**src/rtl/control_sequencer_if.sv**
```systemverilog
// Control bundle between the hardwired Mini-SRC sequencer and the datapath.
// Optional feature macro: CU_STEP_EN (adds the Step single-step input).
interface control_sequencer_if;
    logic [31:0] IR;
    logic        CON_FF;
    logic        Stop;
`ifdef CU_STEP_EN
    logic        Step;
`endif
    logic        PCout, PCin, IncPC, MARin, MDRin, MDRout, IRin;
    logic        Yin, Zin, Zlowout, Zhighout, LOin, HIin, LOout, HIout;
    logic        GRA, GRB, GRC, Rin, Rout, BAout, Cout, R15in;
    logic        CONin, InportOut, OutportIn, Read, Write;
    logic [4:0]  opcode;
    logic        Run;

    // Sequencer side: consumes IR/condition/requests, drives every strobe.
    modport master (
        input  IR, CON_FF, Stop,
`ifdef CU_STEP_EN
        input  Step,
`endif
        output PCout, PCin, IncPC, MARin, MDRin, MDRout, IRin,
        output Yin, Zin, Zlowout, Zhighout, LOin, HIin, LOout, HIout,
        output GRA, GRB, GRC, Rin, Rout, BAout, Cout, R15in,
        output CONin, InportOut, OutportIn, Read, Write,
        output opcode, Run
    );

    // Datapath side.
    modport slave (
        output IR, CON_FF, Stop,
`ifdef CU_STEP_EN
        output Step,
`endif
        input  PCout, PCin, IncPC, MARin, MDRin, MDRout, IRin,
        input  Yin, Zin, Zlowout, Zhighout, LOin, HIin, LOout, HIout,
        input  GRA, GRB, GRC, Rin, Rout, BAout, Cout, R15in,
        input  CONin, InportOut, OutportIn, Read, Write,
        input  opcode, Run
    );
endinterface

```
**src/rtl/control_sequencer.sv**
```systemverilog
// Hardwired Mini-SRC control unit: 3-step fetch, decode of IR[31:27], then
// per-class execute steps. Every output is registered from the next state.
// Optional feature macro: CU_STEP_EN (WAIT state at instruction boundaries,
// advanced by a one-cycle Step pulse).
module control_sequencer (
    input  logic                       Clock,
    input  logic                       clear_n,
    control_sequencer_if.master        bus
);
    typedef enum logic [3:0] {
        S_RESET, S_T0, S_T1, S_T2, S_T3, S_T4, S_T5, S_T6, S_T7, S_HALT
`ifdef CU_STEP_EN
        , S_WAIT
`endif
    } state_t;

    typedef enum logic [3:0] {
        C_LD, C_LDI, C_ST, C_ALU, C_IMM, C_MULDIV, C_NEGNOT, C_BR,
        C_JR, C_JAL, C_IN, C_OUT, C_MFHI, C_MFLO, C_NOP, C_HALT
    } cls_t;

    typedef struct packed {
        logic PCout, PCin, IncPC, MARin, MDRin, MDRout, IRin;
        logic Yin, Zin, Zlowout, Zhighout, LOin, HIin, LOout, HIout;
        logic GRA, GRB, GRC, Rin, Rout, BAout, Cout, R15in;
        logic CONin, InportOut, OutportIn, Read, Write;
        logic [4:0] opcode;
        logic Run;
    } ctrl_t;

    localparam logic [4:0] OP_ADD = 5'b00011;
    localparam logic [4:0] OP_AND = 5'b01010;
    localparam logic [4:0] OP_OR  = 5'b01011;

    state_t     state_reg, state_next, last_step, boundary;
    cls_t       cls;
    ctrl_t      ctrl_reg, ctrl_next;
    logic [4:0] op, imm_op;
    logic       unused_ir_bits;

    assign op             = bus.IR[31:27];
    assign unused_ir_bits = ^bus.IR[26:0];
    assign imm_op         = (op == 5'b01100) ? OP_ADD : (op == 5'b01101) ? OP_AND : OP_OR;

    // Instruction class and the final execute step of that class.
    always_comb begin
        cls = C_NOP;
        case (op)
            5'd0:                                   cls = C_LD;
            5'd1:                                   cls = C_LDI;
            5'd2:                                   cls = C_ST;
            5'd3, 5'd4, 5'd5, 5'd6, 5'd7,
            5'd8, 5'd9, 5'd10, 5'd11:               cls = C_ALU;
            5'd12, 5'd13, 5'd14:                    cls = C_IMM;
            5'd15, 5'd16:                           cls = C_MULDIV;
            5'd17, 5'd18:                           cls = C_NEGNOT;
            5'd19:                                  cls = C_BR;
            5'd20:                                  cls = C_JR;
            5'd21:                                  cls = C_JAL;
            5'd22:                                  cls = C_IN;
            5'd23:                                  cls = C_OUT;
            5'd24:                                  cls = C_MFHI;
            5'd25:                                  cls = C_MFLO;
            5'd27:                                  cls = C_HALT;
            default:                                cls = C_NOP;
        endcase
        last_step = S_T2;
        case (cls)
            C_LD, C_ST:                             last_step = S_T7;
            C_LDI, C_ALU, C_IMM:                    last_step = S_T5;
            C_MULDIV, C_BR:                         last_step = S_T6;
            C_NEGNOT, C_JAL:                        last_step = S_T4;
            C_JR, C_IN, C_OUT, C_MFHI, C_MFLO:      last_step = S_T3;
            default:                                last_step = S_T2;
        endcase
    end

    // Next-state: step through T states; Stop diverts the boundary to HALT.
    always_comb begin
`ifdef CU_STEP_EN
        boundary = bus.Stop ? S_HALT : S_WAIT;
`else
        boundary = bus.Stop ? S_HALT : S_T0;
`endif
        state_next = state_reg;
        case (state_reg)
            S_RESET: state_next = S_T0;
            S_T0:    state_next = S_T1;
            S_T1:    state_next = S_T2;
            S_T2:    state_next = (cls == C_HALT) ? S_HALT :
                                   (last_step == S_T2) ? boundary : S_T3;
            S_T3:    state_next = (last_step == S_T3) ? boundary : S_T4;
            S_T4:    state_next = (last_step == S_T4) ? boundary : S_T5;
            S_T5:    state_next = (last_step == S_T5) ? boundary : S_T6;
            S_T6:    state_next = (last_step == S_T6) ? boundary : S_T7;
            S_T7:    state_next = boundary;
            S_HALT:  state_next = S_HALT;
`ifdef CU_STEP_EN
            S_WAIT:  state_next = bus.Stop ? S_HALT : (bus.Step ? S_T0 : S_WAIT);
`endif
            default: state_next = S_RESET;
        endcase
    end

    // Control word for the step about to be entered.
    always_comb begin
        ctrl_next = '0;
        ctrl_next.Run = (state_next != S_RESET) && (state_next != S_HALT);
        case (state_next)
            S_T0: begin ctrl_next.PCout = 1'b1; ctrl_next.MARin = 1'b1; ctrl_next.IncPC = 1'b1; ctrl_next.Zin = 1'b1; end
            S_T1: begin ctrl_next.Zlowout = 1'b1; ctrl_next.PCin = 1'b1; ctrl_next.Read = 1'b1; ctrl_next.MDRin = 1'b1; end
            S_T2: begin ctrl_next.MDRout = 1'b1; ctrl_next.IRin = 1'b1; end
            S_T3: case (cls)
                C_LD, C_LDI, C_ST: begin ctrl_next.GRB = 1'b1; ctrl_next.BAout = 1'b1; ctrl_next.Yin = 1'b1; end
                C_ALU, C_IMM:      begin ctrl_next.GRB = 1'b1; ctrl_next.Rout = 1'b1; ctrl_next.Yin = 1'b1; end
                C_MULDIV:          begin ctrl_next.GRA = 1'b1; ctrl_next.Rout = 1'b1; ctrl_next.Yin = 1'b1; end
                C_NEGNOT:          begin ctrl_next.GRB = 1'b1; ctrl_next.Rout = 1'b1; ctrl_next.Zin = 1'b1; ctrl_next.opcode = op; end
                C_BR:              begin ctrl_next.GRA = 1'b1; ctrl_next.Rout = 1'b1; ctrl_next.CONin = 1'b1; end
                C_JR:              begin ctrl_next.GRA = 1'b1; ctrl_next.Rout = 1'b1; ctrl_next.PCin = 1'b1; end
                C_JAL:             begin ctrl_next.PCout = 1'b1; ctrl_next.R15in = 1'b1; end
                C_IN:              begin ctrl_next.InportOut = 1'b1; ctrl_next.GRA = 1'b1; ctrl_next.Rin = 1'b1; end
                C_OUT:             begin ctrl_next.GRA = 1'b1; ctrl_next.Rout = 1'b1; ctrl_next.OutportIn = 1'b1; end
                C_MFHI:            begin ctrl_next.HIout = 1'b1; ctrl_next.GRA = 1'b1; ctrl_next.Rin = 1'b1; end
                C_MFLO:            begin ctrl_next.LOout = 1'b1; ctrl_next.GRA = 1'b1; ctrl_next.Rin = 1'b1; end
                default: ;
            endcase
            S_T4: case (cls)
                C_LD, C_LDI, C_ST: begin ctrl_next.Cout = 1'b1; ctrl_next.Zin = 1'b1; ctrl_next.opcode = OP_ADD; end
                C_ALU:             begin ctrl_next.GRC = 1'b1; ctrl_next.Rout = 1'b1; ctrl_next.Zin = 1'b1; ctrl_next.opcode = op; end
                C_IMM:             begin ctrl_next.Cout = 1'b1; ctrl_next.Zin = 1'b1; ctrl_next.opcode = imm_op; end
                C_MULDIV:          begin ctrl_next.GRB = 1'b1; ctrl_next.Rout = 1'b1; ctrl_next.Zin = 1'b1; ctrl_next.opcode = op; end
                C_NEGNOT:          begin ctrl_next.Zlowout = 1'b1; ctrl_next.GRA = 1'b1; ctrl_next.Rin = 1'b1; end
                C_BR:              begin ctrl_next.PCout = 1'b1; ctrl_next.Yin = 1'b1; end
                C_JAL:             begin ctrl_next.GRA = 1'b1; ctrl_next.Rout = 1'b1; ctrl_next.PCin = 1'b1; end
                default: ;
            endcase
            S_T5: case (cls)
                C_LD, C_ST:           begin ctrl_next.Zlowout = 1'b1; ctrl_next.MARin = 1'b1; end
                C_LDI, C_ALU, C_IMM:  begin ctrl_next.Zlowout = 1'b1; ctrl_next.GRA = 1'b1; ctrl_next.Rin = 1'b1; end
                C_MULDIV:             begin ctrl_next.Zlowout = 1'b1; ctrl_next.LOin = 1'b1; end
                C_BR:                 begin ctrl_next.Cout = 1'b1; ctrl_next.Zin = 1'b1; ctrl_next.opcode = OP_ADD; end
                default: ;
            endcase
            S_T6: case (cls)
                C_LD:     begin ctrl_next.Read = 1'b1; ctrl_next.MDRin = 1'b1; end
                C_ST:     begin ctrl_next.GRA = 1'b1; ctrl_next.Rout = 1'b1; ctrl_next.MDRin = 1'b1; end
                C_MULDIV: begin ctrl_next.Zhighout = 1'b1; ctrl_next.HIin = 1'b1; end
                // Branch target is taken only when the condition flop is set.
                C_BR:     begin ctrl_next.Zlowout = 1'b1; ctrl_next.PCin = bus.CON_FF; end
                default: ;
            endcase
            S_T7: case (cls)
                C_LD:     begin ctrl_next.MDRout = 1'b1; ctrl_next.GRA = 1'b1; ctrl_next.Rin = 1'b1; end
                C_ST:     ctrl_next.Write = 1'b1;
                default: ;
            endcase
            default: ;
        endcase
    end

    // State and registered control word; clear_n forces everything to zero.
    always_ff @(posedge Clock or negedge clear_n) begin
        if (!clear_n) begin
            state_reg <= S_RESET;
            ctrl_reg  <= '0;
        end else begin
            state_reg <= state_next;
            ctrl_reg  <= ctrl_next;
        end
    end

    assign bus.PCout     = ctrl_reg.PCout;
    assign bus.PCin      = ctrl_reg.PCin;
    assign bus.IncPC     = ctrl_reg.IncPC;
    assign bus.MARin     = ctrl_reg.MARin;
    assign bus.MDRin     = ctrl_reg.MDRin;
    assign bus.MDRout    = ctrl_reg.MDRout;
    assign bus.IRin      = ctrl_reg.IRin;
    assign bus.Yin       = ctrl_reg.Yin;
    assign bus.Zin       = ctrl_reg.Zin;
    assign bus.Zlowout   = ctrl_reg.Zlowout;
    assign bus.Zhighout  = ctrl_reg.Zhighout;
    assign bus.LOin      = ctrl_reg.LOin;
    assign bus.HIin      = ctrl_reg.HIin;
    assign bus.LOout     = ctrl_reg.LOout;
    assign bus.HIout     = ctrl_reg.HIout;
    assign bus.GRA       = ctrl_reg.GRA;
    assign bus.GRB       = ctrl_reg.GRB;
    assign bus.GRC       = ctrl_reg.GRC;
    assign bus.Rin       = ctrl_reg.Rin;
    assign bus.Rout      = ctrl_reg.Rout;
    assign bus.BAout     = ctrl_reg.BAout;
    assign bus.Cout      = ctrl_reg.Cout;
    assign bus.R15in     = ctrl_reg.R15in;
    assign bus.CONin     = ctrl_reg.CONin;
    assign bus.InportOut = ctrl_reg.InportOut;
    assign bus.OutportIn = ctrl_reg.OutportIn;
    assign bus.Read      = ctrl_reg.Read;
    assign bus.Write     = ctrl_reg.Write;
    assign bus.opcode    = ctrl_reg.opcode;
    assign bus.Run       = ctrl_reg.Run;
endmodule

```
**src/flat_wrapper.sv**
```systemverilog
// flat-port wrapper written by rule: the top's interface ports become plain ports
module control_sequencer_flat 
  (Clock, clear_n, bus_IR, bus_CON_FF, bus_Stop, bus_PCout, bus_PCin, bus_IncPC, bus_MARin, bus_MDRin, bus_MDRout, bus_IRin, bus_Yin, bus_Zin, bus_Zlowout, bus_Zhighout, bus_LOin, bus_HIin, bus_LOout, bus_HIout, bus_GRA, bus_GRB, bus_GRC, bus_Rin, bus_Rout, bus_BAout, bus_Cout, bus_R15in, bus_CONin, bus_InportOut, bus_OutportIn, bus_Read, bus_Write, bus_opcode, bus_Run);
  control_sequencer_if bus_i ();
  input  logic Clock;
  input  logic clear_n;
  input wire logic [$bits(bus_i.IR)-1:0] bus_IR;
  input wire logic [$bits(bus_i.CON_FF)-1:0] bus_CON_FF;
  input wire logic [$bits(bus_i.Stop)-1:0] bus_Stop;
  output wire logic [$bits(bus_i.PCout)-1:0] bus_PCout;
  output wire logic [$bits(bus_i.PCin)-1:0] bus_PCin;
  output wire logic [$bits(bus_i.IncPC)-1:0] bus_IncPC;
  output wire logic [$bits(bus_i.MARin)-1:0] bus_MARin;
  output wire logic [$bits(bus_i.MDRin)-1:0] bus_MDRin;
  output wire logic [$bits(bus_i.MDRout)-1:0] bus_MDRout;
  output wire logic [$bits(bus_i.IRin)-1:0] bus_IRin;
  output wire logic [$bits(bus_i.Yin)-1:0] bus_Yin;
  output wire logic [$bits(bus_i.Zin)-1:0] bus_Zin;
  output wire logic [$bits(bus_i.Zlowout)-1:0] bus_Zlowout;
  output wire logic [$bits(bus_i.Zhighout)-1:0] bus_Zhighout;
  output wire logic [$bits(bus_i.LOin)-1:0] bus_LOin;
  output wire logic [$bits(bus_i.HIin)-1:0] bus_HIin;
  output wire logic [$bits(bus_i.LOout)-1:0] bus_LOout;
  output wire logic [$bits(bus_i.HIout)-1:0] bus_HIout;
  output wire logic [$bits(bus_i.GRA)-1:0] bus_GRA;
  output wire logic [$bits(bus_i.GRB)-1:0] bus_GRB;
  output wire logic [$bits(bus_i.GRC)-1:0] bus_GRC;
  output wire logic [$bits(bus_i.Rin)-1:0] bus_Rin;
  output wire logic [$bits(bus_i.Rout)-1:0] bus_Rout;
  output wire logic [$bits(bus_i.BAout)-1:0] bus_BAout;
  output wire logic [$bits(bus_i.Cout)-1:0] bus_Cout;
  output wire logic [$bits(bus_i.R15in)-1:0] bus_R15in;
  output wire logic [$bits(bus_i.CONin)-1:0] bus_CONin;
  output wire logic [$bits(bus_i.InportOut)-1:0] bus_InportOut;
  output wire logic [$bits(bus_i.OutportIn)-1:0] bus_OutportIn;
  output wire logic [$bits(bus_i.Read)-1:0] bus_Read;
  output wire logic [$bits(bus_i.Write)-1:0] bus_Write;
  output wire logic [$bits(bus_i.opcode)-1:0] bus_opcode;
  output wire logic [$bits(bus_i.Run)-1:0] bus_Run;
  assign bus_i.IR = bus_IR;
  assign bus_i.CON_FF = bus_CON_FF;
  assign bus_i.Stop = bus_Stop;
  assign bus_PCout = bus_i.PCout;
  assign bus_PCin = bus_i.PCin;
  assign bus_IncPC = bus_i.IncPC;
  assign bus_MARin = bus_i.MARin;
  assign bus_MDRin = bus_i.MDRin;
  assign bus_MDRout = bus_i.MDRout;
  assign bus_IRin = bus_i.IRin;
  assign bus_Yin = bus_i.Yin;
  assign bus_Zin = bus_i.Zin;
  assign bus_Zlowout = bus_i.Zlowout;
  assign bus_Zhighout = bus_i.Zhighout;
  assign bus_LOin = bus_i.LOin;
  assign bus_HIin = bus_i.HIin;
  assign bus_LOout = bus_i.LOout;
  assign bus_HIout = bus_i.HIout;
  assign bus_GRA = bus_i.GRA;
  assign bus_GRB = bus_i.GRB;
  assign bus_GRC = bus_i.GRC;
  assign bus_Rin = bus_i.Rin;
  assign bus_Rout = bus_i.Rout;
  assign bus_BAout = bus_i.BAout;
  assign bus_Cout = bus_i.Cout;
  assign bus_R15in = bus_i.R15in;
  assign bus_CONin = bus_i.CONin;
  assign bus_InportOut = bus_i.InportOut;
  assign bus_OutportIn = bus_i.OutportIn;
  assign bus_Read = bus_i.Read;
  assign bus_Write = bus_i.Write;
  assign bus_opcode = bus_i.opcode;
  assign bus_Run = bus_i.Run;
  control_sequencer u_core (.Clock(Clock), .clear_n(clear_n), .bus(bus_i));
endmodule
```
**config.mk**
```make
export PLATFORM = sky130hd
export DESIGN_NAME = control_sequencer_flat
export DESIGN_NICKNAME = d
export VERILOG_FILES = /design/src/rtl/control_sequencer_if.sv /design/src/rtl/control_sequencer.sv /design/src/flat_wrapper.sv
export SDC_FILE = /design/constraint.sdc
export NUM_CORES = 1
export LEC_CHECK = 0
export CAP_MARGIN = 20
export CORE_MARGIN = 10
export CORE_UTILIZATION = 30
export CTS_BUF_LIST = sky130_fd_sc_hd__clkbuf_16
export DETAILED_ROUTE_END_ITERATION = 16
export GPL_ROUTABILITY_DRIVEN = 0
export PLACE_DENSITY = 0.52
export SETUP_SLACK_MARGIN = 0.3
export SYNTH_ARGS = -nofsm -noshare
export SYNTH_HDL_FRONTEND = slang
export SYNTH_SLANG_ARGS = --single-unit
```
**constraint.sdc**
```tcl
create_clock -name Clock -period 3 [get_ports Clock]
set_clock_uncertainty 0.15 [all_clocks]
set_input_delay 0.3 -clock Clock [delete_from_list [all_inputs] [get_ports Clock]]
set_output_delay 0.3 -clock Clock [all_outputs]
set_load 0.005 [all_outputs]
```
==> flow_summary.ini <==
[outcome]
outcome = finished, final reports clean

[route]
drtIter0Drc = 169
antenna_left = 0
vias = 2033
drc = 0
first_pass_iters = 4
viasPerCell = 4.88
finalWirelength_um = 6380
wl_per_cell_um = 15.3

[final_layout]
num-nets-final = 360
final_common_cell = buf_4
largest_reg_flops = 5
drive_gt1_frac = 0.212
final_cell_mix = 45 x buf_4, 37 x dfrtp_1, 36 x clkdlybuf4s50_1
num_antenna_cells = 0
final_area_um2 = 3130
area_delta_synth_final_pct = 46.3
final_cells = 417

[timing]
drv_slew = 0
hold_viol = 0
worst_slew_pin_slew_ps = 767
clock.fmax_ghz = 0.390
holdWs_ps = 454
fin_crit_sh = 0.855
min_period_ps = 2570
finalSetupViolations = 0
rsz0062_at_grt = no
slew-limit-headroom = 0.488
setup_slack_ps = 434

[yosys]
ys.flop_type = dfrtp_1
synth_warnings = 0
synthArstFlopShare = 1.00
netlist.area_leader.share = 0.432
syn_inst = 240
synth_enable_flop_cells = 0
syn_area_um2 = 2140
ys_seq_area_frac = 0.432
synth_nets = 280
synth_cell_types = 57
synth.avg_cell_area_um2 = 8.93
synth.area.top_cells = dfrtp_1 43%, nor2_1 4.7%, nand2_1 3.3%
synth_top_area_cell = dfrtp_1
ys_ff_latch = 37

[worst_setup_path]
worstPathMaxFanout = 6
endpoint_kind = register
cp.buffers_inverters = 2
timing.rr.start = u_core.state_reg[1]
startpoint = bus_IR[27]
crit_family = compound AO/OA/AOI/OAI gates
critPathRequiredTime_ps = 3000
r2r_end = u_core.bus.GRA
crit_chain = dlygate4sd2_1, inv_2, ha_4, and2b_1, o32ai_4, o31a_1, o311a_1, nor3_4, o21ai_2, or3_1
slowest_delay_ps = 380
worstRegToRegCells = 7
worstSetupPathType = input port to register
start_kind = input port
rrSetupSlack_ps = 460
cp.arrival_ps = 2570
cp_slowest_cell = or3_1

[clock_tree]
cts_buffer_depth = 2
clock_latency_ps = 280
clock-sinks = 37
cts_buffers = 5
cts_htree_levels = 2
clkTransAtPathRegs_ps = 50
root_buffer = clkbuf_16
cts_tree = done

[floorplan]
rows = 30
ios = 70
die_y_um = 105
start_util = 0.312
die_width_um = 105
die_area_um2 = 10900
coreArea_um2 = 6870

[place]
pre_cts_ws_ps = -178
portBuffers = 42
hpwlAfterDp_um = 5080
placed_area_um2 = 2940
dp.cells = 406

[grt]
grt_max_degree = 38
grt_usage = 0.117
antenna_found_initial = 0
grt_pass1_wl_um = 10500
gr-total-overflow = 0
grt_pass1_vias = 2063

[min_path]
min_delay_worst_endpoint = u_core.bus.opcode[0]
min-delay-start = bus_IR[27]
hold_class = input port to register
hold_depth = 4

[power_and_ir_drop]
p_per_area_nw_per_um2 = 671
irDropWorstVdd_mv = 0.270
p_total_uw = 2100
leakage_uw = 0.00145

[job]
timing.max_cap.violations = 0
-- synth_stat cells, types with 2 or more instances --
cell,number
o21ai_0,10
o21ai_1,4
o21a_1,3
buf_2,3
a211oi_1,3
a21oi_1,11
a21boi_0,2
nor2b_1,8
nor4_1,3
a21o_1,3
and3_1,4
ha_1,4
inv_1,9
buf_4,2
nand3_1,10
mux2i_1,2
clkbuf_1,8
nand2b_1,9
xnor2_1,2
nor3_1,9
nor3b_1,2
nand2_1,19
a31oi_1,2
buf_6,2
nand4_1,2
nor2_1,27
nand4b_1,2
dfrtp_1,37
or3_1,8
and2_1,3
-- report_power, final --
| group | total, uW | leakage, uW | internal, uW | switching, uW |
|---|---|---|---|---|
| sequential | 691 | 0.000496 | 608 | 83.2 |
| combinational | 829 | 0.000881 | 429 | 400 |
| clock | 583 | 0.0000775 | 389 | 194 |
| total | 2100 | 0.00145 | 1430 | 677 |
-- what timing repair did --
action | CTS | global route
endpoints found under the setup margin | 10 | 7
resized for setup | 4 | 3
endpoints found under the hold margin | 37 | 0
hold buffers | 1 | 0
pin swaps | 5 | 0
buffers inserted | 2 | 0
-- worst max-delay path by stage --
stage / endpoint / slack (ps) / depth (start not counted)
5_1_grt: u_core.bus.GRA / 310 / 7
6_report: u_core.bus.GRA / 430 / 10
3_5_place_dp: u_core.bus.GRA / -180 / 10
4_1_cts: u_core.bus.GRA / 330 / 8
2_1_floorplan: u_core.bus.GRA / 310 / 10
3_3_place_gp: u_core.bus.GRA / -180 / 10
-- final cells by class --
cell class / instances / area (um^2)
sequential: 37 / 926
timing repair buffer: 88 / 768
clock buffer: 5 / 125
inverter: 9 / 33.8
clock inverter: 3 / 41.3
tap: 96 / 120
multi-input combinational: 179 / 1120
fill: 671 / 3730
-- metrics by stage --
| step | util | TNS (ps) |
|---|---|---|
| floorplan | - | 0 |
| global placement | 0.427 | -640 |
| detailed placement | 0.427 | -682 |
| CTS | 0.455 | 0 |
| global route | 0.456 | 0 |
| finish | 0.456 | 0 |
-- logic make-up (layout without fill, tap and decap cells) --
family / after synthesis / count (layout) / synth area share
adders and majority gates: 4 / 4 / 0.0234
xor gates and xnor gates: 2 / 2 / 0.00818
muxes: 2 / 2 / 0.00935
buffers and inverters: 24 / 105 / 0.0543
DFF: 37 / 37 / 0.432
AOI/OAI and AO/OA: 54 / 54 / 0.176
and+or+nand+nor: 117 / 117 / 0.296
-- routing by layer --
layer,GRT usage,vias to the layer above,wire length (um)
met4,0.0527,0,119
met2,0.185,54,2900
met5,0,-,0
met3,0.0235,7,282
met1,0.151,968,3080
li1,-,1004,-
-- tightest hold or removal path, delay by kind of cell --
kind / cells / cell delay [ps]
buffers and inverters: 3 / 440
AOI/OAI and AO/OA: 1 / 90
(Power assumes the default switching activity.)
